===== src/rtl/pipeline_hazard_ctrl.sv =====
`default_nettype none
// ============================================================================
// Module   : pipeline_hazard_ctrl
// Purpose  : Stall/flush sequencer and next-PC select for the 5-stage pipeline.
// Revision : 1.0  initial release
// ============================================================================
module pipeline_hazard_ctrl #(
    parameter int DIV_LATENCY = 32,
    parameter int CNT_W       = 16
) (
    input  logic             clock,
    input  logic             reset,
    input  logic             EX_load,
    input  logic [4:0]       EX_waddr,
    input  logic [4:0]       ID_rs,
    input  logic [4:0]       ID_rt,
    input  logic             ID_use_rs,
    input  logic             ID_use_rt,
    input  logic             EX_div_start,
    input  logic             MEM_redirect,
    input  logic             MEM_exc,
    input  logic             MEM_eret,
    output logic             pc_hold,
    output logic             ifid_hold,
    output logic             idex_hold,
    output logic             exmem_hold,
    output logic             ifid_flush,
    output logic             idex_flush,
    output logic             exmem_flush,
    output logic             memwb_flush,
    output logic [1:0]       pc_sel,
    output logic             epc_we,
    output logic             div_busy,
    output logic [CNT_W-1:0] stall_cnt
);

    typedef enum logic [1:0] {
        RUN      = 2'd0,
        DIV_WAIT = 2'd1,
        EXC_HOLD = 2'd2
    } state_t;

    localparam logic [5:0] C_DIV_LOAD = 6'(DIV_LATENCY - 2);

    state_t           state_q, state_d;
    logic [5:0]       div_count_q, div_count_d;
    logic [CNT_W-1:0] stall_cnt_q, stall_cnt_d;

    logic w_load_use;
    logic w_pc_hold, w_ifid_hold, w_idex_hold;
    logic w_ifid_flush, w_idex_flush, w_exmem_flush, w_memwb_flush;
    logic [1:0] w_pc_sel;
    logic w_epc_we, w_div_busy;

    assign w_load_use = EX_load && (EX_waddr != 5'd0) &&
                        ((ID_use_rs && (ID_rs == EX_waddr)) ||
                         (ID_use_rt && (ID_rt == EX_waddr)));

    always_comb begin
        state_d       = state_q;
        div_count_d   = div_count_q;
        w_pc_hold     = 1'b0;
        w_ifid_hold   = 1'b0;
        w_idex_hold   = 1'b0;
        w_ifid_flush  = 1'b0;
        w_idex_flush  = 1'b0;
        w_exmem_flush = 1'b0;
        w_memwb_flush = 1'b0;
        w_pc_sel      = 2'd0;
        w_epc_we      = 1'b0;
        w_div_busy    = 1'b0;
        case (state_q)
            RUN: begin
                if (MEM_exc) begin
                    w_memwb_flush = 1'b1;
                    w_exmem_flush = 1'b1;
                    w_idex_flush  = 1'b1;
                    w_ifid_flush  = 1'b1;
                    w_pc_sel      = 2'd2;
                    w_epc_we      = 1'b1;
                    state_d       = EXC_HOLD;
                end else if (MEM_eret) begin
                    w_exmem_flush = 1'b1;
                    w_idex_flush  = 1'b1;
                    w_ifid_flush  = 1'b1;
                    w_pc_sel      = 2'd3;
                end else if (MEM_redirect) begin
                    w_exmem_flush = 1'b1;
                    w_idex_flush  = 1'b1;
                    w_ifid_flush  = 1'b1;
                    w_pc_sel      = 2'd1;
                end else if (EX_div_start) begin
                    w_pc_hold     = 1'b1;
                    w_ifid_hold   = 1'b1;
                    w_idex_hold   = 1'b1;
                    w_exmem_flush = 1'b1;
                    div_count_d   = C_DIV_LOAD;
                    state_d       = DIV_WAIT;
                end else if (w_load_use) begin
                    w_pc_hold    = 1'b1;
                    w_ifid_hold  = 1'b1;
                    w_idex_flush = 1'b1;
                end
            end
            DIV_WAIT: begin
                // An older instruction faulting in MEM wins over the divide.
                if (MEM_exc) begin
                    w_memwb_flush = 1'b1;
                    w_exmem_flush = 1'b1;
                    w_idex_flush  = 1'b1;
                    w_ifid_flush  = 1'b1;
                    w_pc_sel      = 2'd2;
                    w_epc_we      = 1'b1;
                    div_count_d   = 6'd0;
                    state_d       = EXC_HOLD;
                end else begin
                    w_pc_hold     = 1'b1;
                    w_ifid_hold   = 1'b1;
                    w_idex_hold   = 1'b1;
                    w_div_busy    = 1'b1;
                    // Final cycle lets the quotient into EX/MEM.
                    w_exmem_flush = (div_count_q != 6'd0);
                    if (div_count_q == 6'd0) begin
                        state_d = RUN;
                    end else begin
                        div_count_d = div_count_q - 6'd1;
                    end
                end
            end
            EXC_HOLD: begin
                w_pc_hold     = 1'b1;
                w_ifid_hold   = 1'b1;
                w_idex_hold   = 1'b1;
                w_exmem_flush = 1'b1;
                state_d       = RUN;
            end
            default: begin
                state_d     = RUN;
                div_count_d = 6'd0;
            end
        endcase

        stall_cnt_d = stall_cnt_q;
        if (w_pc_hold && (stall_cnt_q != {CNT_W{1'b1}})) begin
            stall_cnt_d = stall_cnt_q + 1'b1;
        end
    end

    always_ff @(negedge clock or negedge reset) begin
        if (!reset) begin
            state_q     <= RUN;
            div_count_q <= 6'd0;
            stall_cnt_q <= '0;
        end else begin
            state_q     <= state_d;
            div_count_q <= div_count_d;
            stall_cnt_q <= stall_cnt_d;
        end
    end

    // A flush of a register always beats a hold of the same register.
    assign pc_hold     = w_pc_hold;
    assign ifid_hold   = w_ifid_hold & ~w_ifid_flush;
    assign idex_hold   = w_idex_hold & ~w_idex_flush;
    assign exmem_hold  = 1'b0;
    assign ifid_flush  = w_ifid_flush;
    assign idex_flush  = w_idex_flush;
    assign exmem_flush = w_exmem_flush;
    assign memwb_flush = w_memwb_flush;
    assign pc_sel      = w_pc_sel;
    assign epc_we      = w_epc_we;
    assign div_busy    = w_div_busy;
    assign stall_cnt   = stall_cnt_q;

endmodule
`default_nettype wire


===== config.mk =====
export PLATFORM = sky130hd
export DESIGN_NAME = pipeline_hazard_ctrl
export DESIGN_NICKNAME = d
export VERILOG_FILES = /design/src/rtl/pipeline_hazard_ctrl.sv
export SDC_FILE = /design/constraint.sdc
export NUM_CORES = 1
export LEC_CHECK = 0
export ABC_AREA = 1
export CAP_MARGIN = 20
export CORE_UTILIZATION = 48
export CTS_CLUSTER_SIZE = 8
export DETAILED_ROUTE_END_ITERATION = 12
export PLACE_DENSITY = 0.85
export SLEW_MARGIN = 10
export SYNTH_ARGS = -nofsm -noshare
export SYNTH_HDL_FRONTEND = slang
export SYNTH_SLANG_ARGS = --single-unit

===== constraint.sdc =====
create_clock -name clock -period 2 [get_ports clock]
set_clock_uncertainty 0.05 [all_clocks]
set_input_delay 0.4 -clock clock [delete_from_list [all_inputs] [get_ports clock]]
set_output_delay 0.4 -clock clock [all_outputs]
set_load 0.01 [all_outputs]

==> results.sh, run 1 <==
export IMPL_avgSynthCellArea_um2=6.62
export IMPL_crit_endpoint="pc_hold"
export IMPL_cts_max_path_buffers=2
export IMPL_yosys_mux_area_fraction=0
export IMPL_synth_xor_area_share=0.0787
export IMPL_tool_error="[ERROR DPL-0038] Utilization greater than 100%, impossible to legalize"
export IMPL_syn_area_um2=1780
export IMPL_io_buffers=50
export IMPL_synth_simple_area_share=0.407
export IMPL_htree_levels=1
export IMPL_die_y_um=62.9
export IMPL_synth_seq_area_share=0.337
export IMPL_grt_max_degree=25
export IMPL_initial_core_util=0.517
export IMPL_cts_sinks=24
export IMPL_place_hpwl_mm=3.83
export IMPL_status="aborted with a tool error"
export IMPL_gp_routability_congestion=0.965
export IMPL_failing_step="global routing (5_1_grt)"
export IMPL_synth_top_family_by_area="simple AND/OR/NAND/NOR gates"
export IMPL_worst_ep_kind="primary output"
export IMPL_synth_seq_cells=24
export IMPL_row_count=21
export IMPL_yosys_area_share_adder=0.0211
export IMPL_cts_root_buf="clkbuf_8"
export IMPL_dieWidth_um=62.9
export IMPL_synthCells=269
export IMPL_syn_nets=296
export IMPL_synth_compound_area_share=0.0562
export IMPL_cts_buffers=3
export IMPL_yosysWarnings=0
export IMPL_synth_cell_type_count=28
export IMPL_io_pins=52
cell usage after synthesis:
library cell / number / share of area
nand2_1: 94 / 0.20
inv_1: 35 / 0.074
nand3_1: 29 / 0.082
dfrtn_1: 24 / 0.34
nor2_1: 24 / 0.051
o21ai_0: 15 / 0.042
xnor2_1: 9 / 0.044
xor2_1: 7 / 0.034
nand4_1: 4 / 0.014
nor3_1: 4 / 0.011
buf_4: 3 / 0.013
ha_1: 3 / 0.021
nand2_4: 2 / 0.013
nand3b_1: 2 / 0.0084
a21oi_1: 1 / 0.0028
a31oi_1: 1 / 0.0035
and3_4: 1 / 0.0063
buf_2: 1 / 0.0028
buf_6: 1 / 0.0063
conb_1: 1 / 0.0021
inv_2: 1 / 0.0021
nand2_2: 1 / 0.0035
nand4_2: 1 / 0.0070
nor2_2: 1 / 0.0035
nor2_4: 1 / 0.0063
o21ai_1: 1 / 0.0028
o32ai_1: 1 / 0.0049
or2_2: 1 / 0.0035
stage by stage:
stage | setup WS, ns | area (µm²) | utilization | setup TNS [ns] | instances
after floorplan | -0.622 | 1810 | - | -13.34 | 269
after global placement | -1.08 | 2700 | 0.784 | -39.94 | 408
after detailed placement | -1.12 | 2700 | 0.784 | -41.15 | 408
after CTS | -0.930 | 3120 | 0.906 | -24.49 | 446
what timing repair did:
action | 4_1_cts
gates cloned | 3
gates resized for setup | 266
hold endpoints to repair | 0
buffers inserted | 45
hold buffers | 0
setup endpoints to repair | 51
pin swaps | 39
cell families after synthesis:
logic type	after synthesis
AOI/OAI and AO/OA	19
adders and majority gates	3
xor gates and xnor gates	16
other	1
DFF	24
and+or+nand+nor	165
buffers and inverters	41
==> inputs of run 2 (changes only) <==
Settings changed: CORE_UTILIZATION 48 to 40, CTS_CLUSTER_SIZE 8 to unset, PLACE_DENSITY 0.85 to unset, PLACE_DENSITY_LB_ADDON set to 0.15.
==> results.sh, run 2 <==
export IMPL_setup_viol=50
export IMPL_die_area_um2=4720
export IMPL_register_area_um2=601
export IMPL_vdd_ir_drop_max_mv=0.388
export IMPL_final_fill_count=343
export IMPL_drt_iter0_markers=142
export IMPL_overflow=0
export IMPL_diodes=0
export IMPL_avgSynthCellArea_um2=6.62
export IMPL_combPwrFrac=0.470
export IMPL_post_route_util=0.711
export IMPL_cp_max_fo=5
export IMPL_yosysMostFrequentCell="nand2_1"
export IMPL_syn_area_um2=1780
export IMPL_met3WireLength_um=176
export IMPL_cts_max_path_buffers=2
export IMPL_yosysTopAreaCell="dfrtn_1"
export IMPL_worstSetupEndpointType="output pin"
export IMPL_gp_routability_congestion=0.899
export IMPL_insertion_delay_ns=0.28
export IMPL_wirelength_mm=4.94
export IMPL_synth_ff_type="dfrtn_1"
export IMPL_htree_levels=1
export IMPL_final_cell_mix="nand2_1, buf_4, inv_1"
export IMPL_wl_met2_mm=2.48
export IMPL_firstDrtPassIters=4
export IMPL_num_vias=2113
export IMPL_io_pins=52
export IMPL_switchingPower_uw=592
export IMPL_drt_met1_wl_mm=2.24
export IMPL_core_area_um2=4140
export IMPL_rsz0062_at_grt="yes"
export IMPL_synth_cell_type_count=28
export IMPL_wl_per_cell_um=11.2
export IMPL_drtAntennaViolNets=0
export IMPL_final_hold_viol_count=0
export IMPL_ys_async_sr_fraction=1.00
export IMPL_grt_pass1_wl_mm=8.39
export IMPL_violations="setup timing"
export IMPL_antenna_found_initial=0
export IMPL_largest_reg_flops=16
export IMPL_grt_usage=0.236
export IMPL_ctsHoldBuffers=0
export IMPL_powerDensity_nw_per_um2=574
export IMPL_dieWidth_um=68.7
export IMPL_pwr_share_clk=0.171
export IMPL_yosys_area_top_type_share=0.337
export IMPL_row_count=23
export IMPL_crit_path_cell_trace="nor2_2 > inv_2 > nor2_4 > nand2_2 > and3_4 > buf_6 > nand2_2 > buf_6"
export IMPL_layout_commonest_cell="nand2_1"
export IMPL_cts_root_buf="clkbuf_8"
export IMPL_synth_seq_area_share=0.337
export IMPL_yosys_top_cells_area="dfrtn_1, nand2_1, nand3_1, inv_1, nor2_1"
export IMPL_clk_pin_slew_ns=0.06
export IMPL_pwr_share_seq=0.359
export IMPL_synth_commonest_cells="nand2_1, inv_1, nand3_1"
export IMPL_intPower_mw=1.10
export IMPL_critical_path_max_stage_delay_ns=0.50
export IMPL_vias_per_cell=4.80
export IMPL_required_ns=1.55
export IMPL_die_y_um=68.7
export IMPL_critical_path_class="flip-flop to output pin"
export IMPL_initial_core_util=0.430
export IMPL_maxSlewViolCount=0
export IMPL_cts_sinks=24
export IMPL_nets=419
export IMPL_synth_seq_cells=24
export IMPL_hold_slack_ns=0.411
export IMPL_layout_drive_gt1_share=0.351
export IMPL_power_leakage_nw=1.60
export IMPL_drc_errors=0
export IMPL_setup_ws_ns=-0.963
export IMPL_cp_data_arrival_time_ns=2.51
export IMPL_io_buffers=50
export IMPL_yosysWarnings=0
export IMPL_place_hpwl_mm=3.65
export IMPL_status="complete, but fails checks"
export IMPL_multiInputGateArea_um2=1110
export IMPL_hold_class="flip-flop to flip-flop"
export IMPL_critPathSlowestCell="dfrtn_1"
export IMPL_finalPower_mw=1.69
export IMPL_synthCells=269
export IMPL_cts_buffers=3
export IMPL_drv_cap=0
export IMPL_grt_max_degree=25
export IMPL_areaGrowthSynthToFinish_pct=65.5
export IMPL_grt_pass1_vias=2001
export IMPL_startpoint_type="flip-flop"
export IMPL_swShare=0.350
export IMPL_cts_tree="done"
export IMPL_top_layer="met4"
export IMPL_synth_edf_count=0
export IMPL_syn_nets=296
==> run 2: kinds of logic after synthesis <==
logic type | share of synthesized area
AOI/OAI and AO/OA | 0.0562
other | 0.00211
xor gates and xnor gates | 0.0787
DFF | 0.337
adders and majority gates | 0.0211
buffers and inverters | 0.0977
and+or+nand+nor | 0.407
==> run 2: area by class of cell <==
| cell class | count | share of cell area |
|---|---|---|
| clock buffers | 3 | 0.0140 |
| inverters | 36 | 0.0480 |
| multi-input cells | 204 | 0.377 |
| flip-flops and latches | 24 | 0.204 |
| well taps | 50 | 0.0212 |
| repair buffers | 122 | 0.333 |
| repair inverters | 1 | 0.00255 |
==> run 2: critical path, delay by kind of cell, from the launching register on <==
family / cells / cell delay, ns
flip-flops: 1 / 0.50
AND/OR/NAND/NOR: 5 / 0.43
buffers and inverters: 3 / 0.30
==> run 2: repair_timing <==
item                       4_1_cts  5_1_grt
resized for setup              141       15
setup endpoints to repair       51       50
buffers inserted                20        7
cloned                           1        0
hold endpoints to repair         0        0
pin swaps                        9        7
==> run 2: power by group through the flow <==
stage	sequential, mW	clock, mW	combinational, mW
finish	0.607	0.289	0.795
global route	0.616	0.316	0.870
CTS	0.604	0.300	0.742
global placement	0.613	0	0.731
detailed placement	0.613	0	0.746
floorplan	0.664	0	0.297
==> run 2: path summary, 6_finish.rpt <==
kind	start	end	slack, ns	depth (start not counted)
max	state_q[1]$_DFFE_NN0P_	ifid_hold	-0.96	8
min	state_q[1]$_DFFE_NN0P_	state_q[1]$_DFFE_NN0P_	0.41	1
max reg2reg	stall_cnt[8]$_DFFE_NN0P_	stall_cnt[5]$_DFFE_NN0P_	0.06	8
min reg2reg	state_q[1]$_DFFE_NN0P_	state_q[1]$_DFFE_NN0P_	0.41	1
max in group asynchronous	reset	stall_cnt[11]$_DFFE_NN0P_	0.41	2
min in group asynchronous	reset	div_count_q[0]$_DFFE_NN0P_	1.30	2
==> run 2: through the flow <==
step | area, µm² | TNS [ns] | setup WS, ns | std cells
CTS | 2840 | -30.17 | -0.971 | 434
floorplan | 1810 | -13.34 | -0.622 | 269
detailed placement | 2700 | -41.73 | -1.18 | 411
finish | 2950 | -29.26 | -0.963 | 440
global placement | 2700 | -40.51 | -1.10 | 411
global route | 2950 | -33.79 | -1.04 | 440
==> run 2: layer usage <==
layer / vias up / global-route usage
li1: 1087 / -
met1: 968 / 0.285
met2: 54 / 0.422
met3: 4 / 0.0345
met4: 0 / 0.0842
met5: - / 0
(Power assumes the default switching activity.)
==> inputs of run 3 (changes only) <==
Settings changed: MAX_ROUTING_LAYER set to met4.
==> results.sh, run 3 (synthesized netlist as in run 2, its figures left out) <==
export IMPL_finalPower_mw=1.69
export IMPL_vias_per_cell=4.81
export IMPL_grt_max_degree=25
export IMPL_cts_buffers=3
export IMPL_cts_tree="done"
export IMPL_drc_errors=0
export IMPL_hold_class="flip-flop to flip-flop"
export IMPL_placed_area_um2=2700
export IMPL_grt_usage=0.243
export IMPL_status="complete, but fails checks"
export IMPL_combPwrFrac=0.470
export IMPL_largest_reg_flops=16
export IMPL_grt_met1_usage=0.285
export IMPL_overflow=0
export IMPL_layout_commonest_cell="nand2_1"
export IMPL_num_vias=2116
export IMPL_final_fill_count=343
export IMPL_rsz0062_at_grt="yes"
export IMPL_vdd_ir_drop_max_mv=0.388
export IMPL_io_buffers=50
export IMPL_final_area_um2=2950
export IMPL_grt_util_met3=0.0345
export IMPL_pwr_share_seq=0.359
export IMPL_drt_iter0_markers=144
export IMPL_core_area_um2=4140
export IMPL_ctsHoldBuffers=0
export IMPL_firstDrtPassIters=4
export IMPL_antenna_found_initial=0
export IMPL_setup_viol=50
export IMPL_cts_max_path_buffers=2
export IMPL_nets=419
export IMPL_intPower_mw=1.10
export IMPL_violations="setup timing"
export IMPL_cp_data_arrival_time_ns=2.51
export IMPL_maxSlewViolCount=0
export IMPL_place_hpwl_mm=3.65
export IMPL_worstSetupEndpointType="output pin"
export IMPL_die_y_um=68.7
export IMPL_htree_levels=1
export IMPL_areaGrowthSynthToFinish_pct=65.5
export IMPL_grt_busiest_layer="met2"
export IMPL_clk_pin_slew_ns=0.06
export IMPL_dieWidth_um=68.7
export IMPL_cts_root_buf="clkbuf_8"
export IMPL_cp_max_fo=5
export IMPL_wl_per_cell_um=11.2
export IMPL_swShare=0.350
export IMPL_switchingPower_uw=592
export IMPL_final_hold_viol_count=0
export IMPL_use_met2=0.422
export IMPL_insertion_delay_ns=0.28
export IMPL_setup_ws_ns=-0.963
export IMPL_drv_cap=0
export IMPL_power_leakage_nw=1.60
export IMPL_critical_path_class="flip-flop to output pin"
export IMPL_final_cell_mix="nand2_1, buf_4, inv_1"
export IMPL_io_pins=52
export IMPL_grt_pass1_vias=2001
export IMPL_gp_routability_congestion=0.914
export IMPL_initial_core_util=0.430
export IMPL_die_area_um2=4720
export IMPL_grt_pass1_wl_mm=8.39
export IMPL_diodes=0
export IMPL_wirelength_mm=4.93
export IMPL_layout_drive_gt1_share=0.351
export IMPL_drtAntennaViolNets=0
export IMPL_pwr_share_clk=0.171
export IMPL_row_count=23
export IMPL_cts_sinks=24
export IMPL_required_ns=1.55
export IMPL_startpoint_type="flip-flop"
export IMPL_powerDensity_nw_per_um2=574
-- run 3: stage by stage --
stage | TNS [ns] | cells | hold WS [ns] | utilization | setup WS [ns]
floorplan | -13.34 | 269 | 0.377 | - | -0.622
detailed placement | -41.73 | 411 | 0.398 | 0.651 | -1.18
CTS | -30.17 | 434 | 0.391 | 0.685 | -0.971
global route | -33.79 | 440 | 0.471 | 0.711 | -1.04
finish | -29.35 | 440 | 0.411 | 0.711 | -0.963
global placement | -40.51 | 411 | 0.394 | 0.651 | -1.10
-- run 3: metal layers --
layer,vias to the layer above,part of all wire
met5,-,0
met4,0,0.0085
met3,4,0.032
met2,51,0.50
met1,973,0.46
li1,1088,-
-- run 3: what timing repair did --
action / CTS / global route
pin swaps: 9 / 7
cloned: 1 / 0
hold endpoints to repair: 0 / 0
endpoints found under the setup margin: 51 / 50
setup buffers: 20 / 7
resized for setup: 141 / 15
-- run 3: path summary, 6_finish.rpt --
path,to,startpoint,cells past startpoint,slack [ns]
worst max register to register,stall_cnt[5]$_DFFE_NN0P_,stall_cnt[8]$_DFFE_NN0P_,8,0.05
worst min-delay path,state_q[1]$_DFFE_NN0P_,state_q[1]$_DFFE_NN0P_,1,0.41
worst max-delay path,ifid_hold,state_q[1]$_DFFE_NN0P_,8,-0.96
min in group asynchronous,div_count_q[0]$_DFFE_NN0P_,reset,2,1.30
max in group asynchronous,stall_cnt[11]$_DFFE_NN0P_,reset,2,0.41
worst min register to register,state_q[1]$_DFFE_NN0P_,state_q[1]$_DFFE_NN0P_,1,0.41
-- run 3: power groups by stage --
| stage | logic (mW) | clock network (mW) | registers, mW |
|---|---|---|---|
| 2_1_floorplan | 0.297 | 0 | 0.664 |
| 3_3_place_gp | 0.731 | 0 | 0.613 |
| 3_5_place_dp | 0.746 | 0 | 0.613 |
| 4_1_cts | 0.742 | 0.300 | 0.604 |
| 5_1_grt | 0.870 | 0.316 | 0.616 |
| 6_report | 0.795 | 0.289 | 0.607 |
-- run 3: area by class of cell --
cell class	instances	area, µm²	share of cell area
sequential	24	601	0.204
timing repair buffer	122	981	0.333
tap	50	62.6	0.0212
clock buffer	3	41.3	0.0140
timing repair inverter	1	7.51	0.00255
multi-input combinational	204	1110	0.377
inverter	36	141	0.0480
-- run 3: worst max-delay path, cell delays in order (launching register included) --
cell and delay [ns]:
dfrtn_1 0.50, nor2_2 0.07, inv_2 0.08, nor2_4 0.04, nand2_2 0.06, and3_4 0.22, buf_6 0.11, nand2_2 0.04
buf_6 0.11
==> inputs of run 4 (changes only) <==
Settings changed: CTS_CLUSTER_SIZE set to 12, PLACE_DENSITY set to 0.69, PLACE_DENSITY_LB_ADDON 0.15 to unset.
==> results.sh, run 4 (synthesized netlist as in run 2, its figures left out) <==
export IMPL_status="complete, but fails checks"
export IMPL_violations="setup timing"
export IMPL_cts_buffers=3
export IMPL_placed_area_um2=2690
export IMPL_die_y_um=68.7
export IMPL_insertion_delay_ns=0.29
export IMPL_post_route_util=0.818
export IMPL_worstSetupEndpointType="output pin"
export IMPL_antenna_found_initial=0
export IMPL_vdd_ir_drop_max_mv=0.410
export IMPL_initial_core_util=0.430
export IMPL_crit_path_start="state_q[0]$_DFFE_NN0P_"
export IMPL_diodes=0
export IMPL_min_from="state_q[1]$_DFFE_NN0P_"
export IMPL_reg2reg_slack_ns=-0.23
export IMPL_layout_commonest_cell="nand2_1"
export IMPL_reg2reg_to="stall_cnt[2]$_DFFE_NN0P_"
export IMPL_cp_data_arrival_time_ns=2.63
export IMPL_row_count=23
export IMPL_setup_ws_ns=-1.08
export IMPL_place_hpwl_mm=3.72
export IMPL_switchingPower_uw=717
export IMPL_wirelength_mm=7.40
export IMPL_setup_viol=50
export IMPL_dieWidth_um=68.7
export IMPL_final_area_um2=3390
export IMPL_io_buffers=50
export IMPL_largest_reg_flops=16
export IMPL_final_cell_mix="nand2_1, buf_4, buf_6"
export IMPL_required_ns=1.55
export IMPL_drt_iter0_markers=233
export IMPL_clk_pin_slew_ns=0.07
export IMPL_core_area_um2=4140
export IMPL_dp_slack_ns=-1.15
export IMPL_r2r_cells=8
export IMPL_wl_per_cell_um=16.2
export IMPL_areaGrowthSynthToFinish_pct=90.3
export IMPL_final_hold_viol_count=0
export IMPL_pwr_share_seq=0.315
export IMPL_critical_path_class="flip-flop to output pin"
export IMPL_hold_class="flip-flop to flip-flop"
export IMPL_overflow=0
export IMPL_cts_tree="done"
export IMPL_htree_levels=1
export IMPL_crit_path_end="ifid_hold"
export IMPL_vias_per_cell=5.30
export IMPL_power_leakage_nw=1.77
export IMPL_cts_max_path_buffers=2
export IMPL_combPwrFrac=0.509
export IMPL_swShare=0.369
export IMPL_nets=434
export IMPL_pwr_share_clk=0.176
export IMPL_grt_max_degree=25
export IMPL_die_area_um2=4720
export IMPL_num_vias=2418
export IMPL_drv_cap=0
export IMPL_drc_errors=0
export IMPL_io_pins=52
export IMPL_cts_sinks=24
export IMPL_grt_usage=0.296
export IMPL_firstDrtPassIters=5
export IMPL_ctsHoldBuffers=0
export IMPL_rsz0062_at_grt="yes"
export IMPL_layout_drive_gt1_share=0.544
export IMPL_drtAntennaViolNets=0
export IMPL_gp_routability_congestion=0.876
export IMPL_cts_root_buf="clkbuf_8"
export IMPL_maxSlewViolCount=0
export IMPL_startpoint_type="flip-flop"
export IMPL_intPower_mw=1.22
export IMPL_grt_pass1_wl_mm=10.2
export IMPL_grt_pass1_vias=2218
export IMPL_powerDensity_nw_per_um2=573
export IMPL_r2r_start="stall_cnt[1]$_DFFE_NN0P_"
export IMPL_cp_max_fo=2
==> run 4: area by class of cell <==
cell class / instances / area, µm²
flip-flops and latches: 24 / 601
repair buffers: 136 / 1200
repair inverters: 1 / 7.51
clock buffers: 4 / 55.1
multi-input cells: 205 / 1320
inverters: 36 / 146
well taps: 50 / 62.6
fillers: 242 / 756
==> run 4: through the flow <==
stage                     TNS [ns]  hold WS [ns]  total power, mW  std cells
after floorplan             -13.34         0.377            0.961        269
after global placement      -40.59         0.378             1.34        410
after detailed placement    -41.56         0.391             1.36        410
after CTS                   -27.99         0.364             1.81        449
after global routing        -28.50         0.429             2.03        456
final                       -26.79         0.412             1.94        456
==> run 4: layer usage <==
| metal | global-route usage | share of wire |
|---|---|---|
| met1 | 0.352 | 0.39 |
| met2 | 0.516 | 0.51 |
| met3 | 0.0444 | 0.066 |
| met4 | 0.0867 | 0.035 |
| met5 | - | 0 |
==> run 4: worst min-delay path by stage <==
stage / endpoint / slack [ns] / cells after the start
2_1_floorplan: state_q[1]$_DFFE_NN0P_ / 0.38 / 1
5_1_grt: state_q[1]$_DFFE_NN0P_ / 0.43 / 1
6_report: state_q[1]$_DFFE_NN0P_ / 0.41 / 1
3_5_place_dp: state_q[1]$_DFFE_NN0P_ / 0.39 / 1
3_3_place_gp: state_q[1]$_DFFE_NN0P_ / 0.38 / 1
4_1_cts: state_q[1]$_DFFE_NN0P_ / 0.36 / 1
==> run 4: what timing repair did <==
action	CTS	global route
endpoints found under the setup margin	51	51
pin swaps	36	19
resized for setup	285	52
cloned	2	0
buffers inserted	38	17
==> run 4: worst max-delay path: stages, from the launching register on <==
cell and delay [ns]:
dfrtn_1 0.43, nor2_2 0.21, inv_2 0.08, nor2_4 0.11, nand2_2 0.07, and3_4 0.17
buf_6 0.12, nand2_4 0.05, buf_6 0.10
==> run 4: power by group through the flow <==
stage	sequential (mW)	clock (mW)	combinational, mW
floorplan	0.664	0	0.297
global placement	0.611	0	0.729
detailed placement	0.614	0	0.745
CTS	0.601	0.350	0.856
global route	0.621	0.358	1.05
finish	0.612	0.342	0.988
